[config.mk]
export PLATFORM = sky130hd
export DESIGN_NAME = ram_2h_arb
export DESIGN_NICKNAME = d
export VERILOG_FILES = /design/src/rtl/ram_2h_arb.sv
export SDC_FILE = /design/constraint.sdc
export NUM_CORES = 1
export LEC_CHECK = 0
export ABC_AREA = 1
export CAP_MARGIN = 30
export CORE_AREA = 2 2 121 123
export DETAILED_ROUTE_END_ITERATION = 8
export DIE_AREA = 0 0 123 125
export PLACE_DENSITY_LB_ADDON = 0.12
export SYNTH_ARGS = -nofsm -noshare
export SYNTH_HDL_FRONTEND = slang
export SYNTH_SLANG_ARGS = --single-unit
[constraint.sdc]
create_clock -name clk_i -period 3 [get_ports clk_i]
set_input_delay 0.9 -clock clk_i [delete_from_list [all_inputs] [get_ports clk_i]]
set_output_delay 0.9 -clock clk_i [all_outputs]
set_load 0.01 [all_outputs]
[src/rtl/ram_2h_arb.sv]
// ram_2h_arb -- two-host arbiter in front of a single-port, 1-cycle-latency RAM.
//
// Host A (instruction side) and host B (data side) each present a request.
// Grants are combinational, and at most one host is granted per cycle.
// The granted request is forwarded unchanged to the RAM. Its response is
// returned to the owning host exactly one cycle later.
//
// An address outside [BaseAddr, BaseAddr + 4*Depth) is still granted, but it
// never reaches the RAM. Instead, the host gets err = 1 with rdata = 0.
//
// Parameters:
//   Depth    - RAM size in 32-bit words
//   BaseAddr - byte address of RAM word 0
//
// Configuration macro:
//   RAM_ARB_ROUND_ROBIN_EN - defined:   round-robin under contention
//                                       (A wins first after reset)
//                            undefined: fixed priority, B always wins
//
// Ports:
//   clk_i, rst_ni                        clock, async active-low reset
//   a_req_i/we_i/be_i/addr_i/wdata_i     host A request
//   a_gnt_o/rvalid_o/rdata_o/err_o       host A grant and response
//   b_*                                  host B, same shape as host A
//   ram_req_o/we_o/be_o/addr_o/wdata_o   request to the RAM
//   ram_rvalid_i, ram_rdata_i            RAM response (fixed 1-cycle latency)
module ram_2h_arb #(
    parameter int unsigned Depth    = 128,
    parameter logic [31:0] BaseAddr = 32'h0000_0000
) (
    input  logic        clk_i,
    input  logic        rst_ni,
    input  logic        a_req_i,
    input  logic        a_we_i,
    input  logic [3:0]  a_be_i,
    input  logic [31:0] a_addr_i,
    input  logic [31:0] a_wdata_i,
    output logic        a_gnt_o,
    output logic        a_rvalid_o,
    output logic [31:0] a_rdata_o,
    output logic        a_err_o,
    input  logic        b_req_i,
    input  logic        b_we_i,
    input  logic [3:0]  b_be_i,
    input  logic [31:0] b_addr_i,
    input  logic [31:0] b_wdata_i,
    output logic        b_gnt_o,
    output logic        b_rvalid_o,
    output logic [31:0] b_rdata_o,
    output logic        b_err_o,
    output logic        ram_req_o,
    output logic        ram_we_o,
    output logic [3:0]  ram_be_o,
    output logic [31:0] ram_addr_o,
    output logic [31:0] ram_wdata_o,
    input  logic        ram_rvalid_i,
    input  logic [31:0] ram_rdata_i
);

    typedef struct packed {
        logic        we;
        logic [3:0]  be;
        logic [31:0] addr;
        logic [31:0] wdata;
    } req_t;

    logic gnt_a, gnt_b, granted;

    // Grants are gated by rst_ni, so nothing is granted while reset is held.
`ifdef RAM_ARB_ROUND_ROBIN_EN
    logic last_b_q;  // 1: B was granted last

    always_comb begin
        gnt_a = 1'b0;
        gnt_b = 1'b0;
        if (rst_ni) begin
            if (a_req_i && b_req_i) begin
                gnt_a = last_b_q;
                gnt_b = ~last_b_q;
            end else begin
                gnt_a = a_req_i;
                gnt_b = b_req_i;
            end
        end
    end

    // Resets to B, so A wins the first contention.
    always_ff @(posedge clk_i or negedge rst_ni) begin
        if (!rst_ni)      last_b_q <= 1'b1;
        else if (granted) last_b_q <= gnt_b;
    end
`else
    always_comb begin
        gnt_b = rst_ni & b_req_i;
        gnt_a = rst_ni & a_req_i & ~b_req_i;
    end
`endif

    assign granted = gnt_a | gnt_b;
    assign a_gnt_o = gnt_a;
    assign b_gnt_o = gnt_b;

    req_t sel;
    assign sel = gnt_b ? '{b_we_i, b_be_i, b_addr_i, b_wdata_i}
                       : '{a_we_i, a_be_i, a_addr_i, a_wdata_i};

    // Compare in 33 bits so that BaseAddr + 4*Depth cannot wrap around.
    logic [32:0] addr_ext, lo_ext, hi_ext;
    logic        in_range;
    assign addr_ext = {1'b0, sel.addr};
    assign lo_ext   = {1'b0, BaseAddr};
    assign hi_ext   = lo_ext + (33'(Depth) << 2);
    assign in_range = (addr_ext >= lo_ext) && (addr_ext < hi_ext);

    always_comb begin
        ram_req_o   = 1'b0;
        ram_we_o    = 1'b0;
        ram_be_o    = 4'h0;
        ram_addr_o  = 32'h0;
        ram_wdata_o = 32'h0;
        if (granted) begin
            ram_req_o   = in_range;
            ram_we_o    = sel.we;
            ram_be_o    = sel.be;
            ram_addr_o  = sel.addr;
            ram_wdata_o = sel.wdata;
        end
    end

    // Response record: owner (1 = B), pending, out-of-range flag.
    logic owner_b_q, pending_q, oor_q, spurious_q;

    always_ff @(posedge clk_i or negedge rst_ni) begin
        if (!rst_ni) begin
            owner_b_q <= 1'b1;
            pending_q <= 1'b0;
            oor_q     <= 1'b0;
        end else if (granted) begin
            owner_b_q <= gnt_b;
            pending_q <= 1'b1;
            oor_q     <= ~in_range;
        end else begin
            pending_q <= 1'b0;
        end
    end

    // Sticky flag for a RAM response that no in-range request asked for.
    // Such a response is never forwarded to either host.
    always_ff @(posedge clk_i or negedge rst_ni) begin
        if (!rst_ni)                                 spurious_q <= 1'b0;
        else if (ram_rvalid_i && (!pending_q || oor_q)) spurious_q <= 1'b1;
    end

    // rvalid depends on pending_q rather than ram_rvalid_i, so writes get
    // their one-cycle acknowledge too. An async reset clears pending_q, so
    // a grant made just before reset is never answered.
    logic        rsp_err;
    logic [31:0] rsp_data;
    assign rsp_err  = oor_q;
    assign rsp_data = oor_q ? 32'h0 : ram_rdata_i;

    always_comb begin
        a_rvalid_o = 1'b0;
        a_err_o    = 1'b0;
        a_rdata_o  = 32'h0;
        b_rvalid_o = 1'b0;
        b_err_o    = 1'b0;
        b_rdata_o  = 32'h0;
        if (pending_q) begin
            if (owner_b_q) begin
                b_rvalid_o = 1'b1;
                b_err_o    = rsp_err;
                b_rdata_o  = rsp_data;
            end else begin
                a_rvalid_o = 1'b1;
                a_err_o    = rsp_err;
                a_rdata_o  = rsp_data;
            end
        end
    end

endmodule

Yosys cells after proc, flatten, opt, wreduce, memory -nomap -nowiden
Cells that the tools add are included.

cells by class
  order comparisons = 2
  multiplexer cells = 20
  bitwise logic cells = 6
  reduce and logical (&&, ||, !) cells = 1

operators with widths
  cell                  count
  $mux 32               7
  $mux 69               1
  $ge 32x1->1 const B   1
  $lt 32x10->1 const B  1
  $mux 1                11
  $mux 4                1
  $and 1x1->1           3
  $not 1->1             2
  $logic_and 1x1->1     1
  $or 1x1->1            1

storage, ports and cells
  logic and storage cells = 32
  output and inout bits = 140
  bits in registers = 3
  bits of input ports = 175

Logic depth before layout (Yosys ltp)
  depth after elaboration = 5
  depth in mapped cells = 11
  mapped depth without buffers = 10

Least setup slack after synthesis
No wires, ideal clock.

  path type = input to output
  start = in rst_ni
  end = out ram_addr_o[0]
  required time = 2100 ps
  buffers on the path = 4
  cell stages on the path = 7
  setup slack = 270 ps
  arrival = 1830 ps
  path through = buf_4 -> nand2_4 -> buf_6 -> buf_6 -> buf_2 -> nand2_1 -> a21oi_1

on the way
  word-level cells in the longest chain between the ends = 4
  elaborated cells on any way between the ends = 6
  classes of those cells = mux: 2; bitwise: 4

ends and longest elaborated chain
  what                      RTL line  text
  start, declared           32        input logic rst_ni,
  $and 1x1->1 (2 in a row)  95        gnt_a = rst_ni & a_req_i & ~b_req_i;
  $or 1x1->1                99        assign granted = gnt_a | gnt_b;
  $mux 32 *                 121       if (granted) begin
  end, declared             54        output logic [31:0] ram_addr_o,

Mark *: on every way between the ends. The rest lies on a longest branch, timed or not.

Final worst setup path
  start = in rst_ni
  end = out ram_wdata_o[9]

on the way
  word-level cells in the longest chain between the ends = 4
  elaborated cells on any way between the ends = 6
  classes of those cells = mux: 2; bitwise: 4

ends and longest elaborated chain
  what                      RTL line  text
  $and 1x1->1 (2 in a row)  95
  $or 1x1->1                99
  $mux 32 *                 121
  end, declared             55        output logic [31:0] ram_wdata_o,

Marked as above.

==> reports/results.ini <==
[drt]
firstDrtPassIters=4
finalWirelength_um=13200
drtIter0Drc=135
route.detailed.drc=0
num_vias=3863
detail_route.vias_per_cell=4.16
ant_nets=0
wl_per_cell_um=14.2

[logic_synthesis]
ys_seq_area_share_pct=4.33
synth_top_area_share_pct=39.0
syn-mean-instance-area_sq_um=4.36
synth_nets=579
synthArstFlopShare_pct=100
netlist_top_cells_area=nand2_1 39%, a21oi_1 20%, nor2_1 17%
yosys.cell_types.count=15
synthesis.instances=404
yosys_warnings=0
syn-cell-area_sq_um=1760
synth_edf_count=0
synth_flop_cell=dfrtp_1
synth_seq_cells=3
yosys.area.top_type=nand2_1
yosys-top-cells-count=183 x nand2_1, 82 x nor2_1, 69 x a21oi_1, 22 x nand3_1, 16 x clkbuf_1
synth_most_common_cell=nand2_1

[setup_path]
worstPathArrival_ns=2.11
crit_required_ns=2.10
worst_r2r_path_depth=2
worst-setup-path-type=input pin to output port
start_kind=input pin
cp-end-kind=output port
crit_end=ram_wdata_o[9]
critPathMaxFanout=15
rrSetupSlack_ns=2.19
worstReg2RegEnd=owner_b_q$_DFFE_PN1N_
r2r-start=owner_b_q$_DFFE_PN1N_
crit_start=rst_ni

[timing]
setup_ws_ns=-0.0122
finalHoldViolCount=0
rsz0062_at_grt=yes
skew_ns=0
fin_crit_sh_pct=100
worst_slew_pin_slew_ns=0.356
setup_viol=2
tns_ns=-0.0129
timing.fmax_mhz=332
relSlewSlack_pct=76.3
fin_crit_ns=3.01
slew_viol_final=0

[placed_design]
port-buffer-count=313
place.gp.congestion=0.834
hpwl_um=10100

[floorplan]
die_w_um=123
die-height_um=125
die_area_sq_um=15400
rows=44
core-area_sq_um=14200
ios=315
initial_core_util_pct=12.4

[clock_network]
cts_inserted_buffers=3
clk_latency_ns=0.23
cts_sinks=3
clock_path_buffers=2
holdBufCountCts=0
cts_root_buf=clkbuf_16
cts_tree=built
cts_max_level=1
clk_pin_slew_ns=0.03

[status]
status=complete, but fails checks
failed_checks=setup timing

[hold_path]
min_path_cells=2
hold_path_class=flip-flop to flip-flop

[power]
powerDensity_nw_per_um2=158
peakVddDrop_mv=0.0951
p_leak_uw=0.00326

[cells_and_area]
drive_gt1_share_pct=15.9
syn_to_final_growth_pct=224
n_antenna_cell=0
nNetsFinal=920
utilization_pct=40.2

[global_route]
grt_overflow_total=0
grt_max_degree=35
grt_pass1_wl_um=18900
antenna_found_initial=0
grtUsageTotal_pct=15.6
first_global_vias=3762

[run]
cap_violations=0

-- critical path: stages --
cell and delay (ns):
buf_4 0.15, nand2_4 0.13, buf_8 0.15, bufbuf_16 0.28
nand2_1 0.07, a21oi_2 0.18, clkdlybuf4s15_2 0.25
-- where the power goes --
| part | total [uW] | internal, uW | switching (uW) |
|---|---|---|---|
| Sequential | 45.5 | 44.3 | 1.28 |
| Combinational | 644 | 391 | 254 |
| Clock | 214 | 176 | 38.5 |
-- logic make-up (layout without fill, tap and decap cells) --
logic type | count (synthesis) | in the layout | share of synthesized area [%]
compound gates | 71 | 71 | 20.4
buf+inv | 42 | 382 | 11.9
flops | 3 | 3 | 4.33
simple gates | 288 | 288 | 63.4
-- metrics by stage --
| stage | hold WS (ns) | instance area [sq um] | total power (uW) | worst slack (ns) | std cells |
|---|---|---|---|---|---|
| after floorplan | 0.483 | 1760 | 245 | 0.270 | 404 |
| after global placement | 0.497 | 5330 | 668 | -0.870 | 910 |
| after detailed placement | 0.513 | 5330 | 670 | -0.859 | 910 |
| after CTS | 0.519 | 5710 | 926 | -0.109 | 929 |
| after global routing | 0.559 | 5720 | 961 | -0.0689 | 928 |
| final | 0.518 | 5720 | 904 | -0.0122 | 928 |
-- layout by cell type, fill, tap and decap left out, types with 7 or more instances in the layout --
cell,instances
clkdlybuf4s50_1,188
nand2_1,183
nor2_1,78
a21oi_1,65
dlymetal6s2s_1,41
buf_4,39
dlygate4sd2_1,35
clkbuf_2,24
nand3_1,19
clkdlybuf4s15_2,11
buf_12,9
clkdlybuf4s15_1,7
-- per-layer routing --
layer  vias to the layer above  track usage [%]  wire length (um)
met5                         -                0                 0
met4                         0             3.28               168
met3                        10             4.29              1410
met2                       209             31.1              6880
met1                      1685             15.7              4730
li1                       1959                -                 -
-- state kept, by name, summed over array words and instances, names as in the netlist --
register,flops
pending_q,1
owner_b_q,1
oor_q,1
-- repair_timing --
item	4_1_cts	5_1_grt
gates cloned	7	0
hold endpoints to repair	0	0
gates resized for setup	161	98
buffers inserted	8	1
endpoints found under the setup margin	81	76
pin swaps	3	3
-- worst min-delay path by stage --
stage | from | to | slack (ns)
6_report | owner_b_q$_DFFE_PN1N_ | owner_b_q$_DFFE_PN1N_ | 0.52
5_1_grt | owner_b_q$_DFFE_PN1N_ | owner_b_q$_DFFE_PN1N_ | 0.56
4_1_cts | owner_b_q$_DFFE_PN1N_ | owner_b_q$_DFFE_PN1N_ | 0.52
3_5_place_dp | owner_b_q$_DFFE_PN1N_ | owner_b_q$_DFFE_PN1N_ | 0.51
3_3_place_gp | owner_b_q$_DFFE_PN1N_ | owner_b_q$_DFFE_PN1N_ | 0.50
2_1_floorplan | owner_b_q$_DFFE_PN1N_ | owner_b_q$_DFFE_PN1N_ | 0.48
-- final cells by class --
class | instances | area [sq um]
clock buffers | 4 | 78.8
inverters | 8 | 33.8
repair buffers | 370 | 3770
multi-input cells | 359 | 1520
well taps | 184 | 230
fillers | 1513 | 8490
flip-flops and latches | 3 | 76.3
Power figures use the tool's default switching activity.
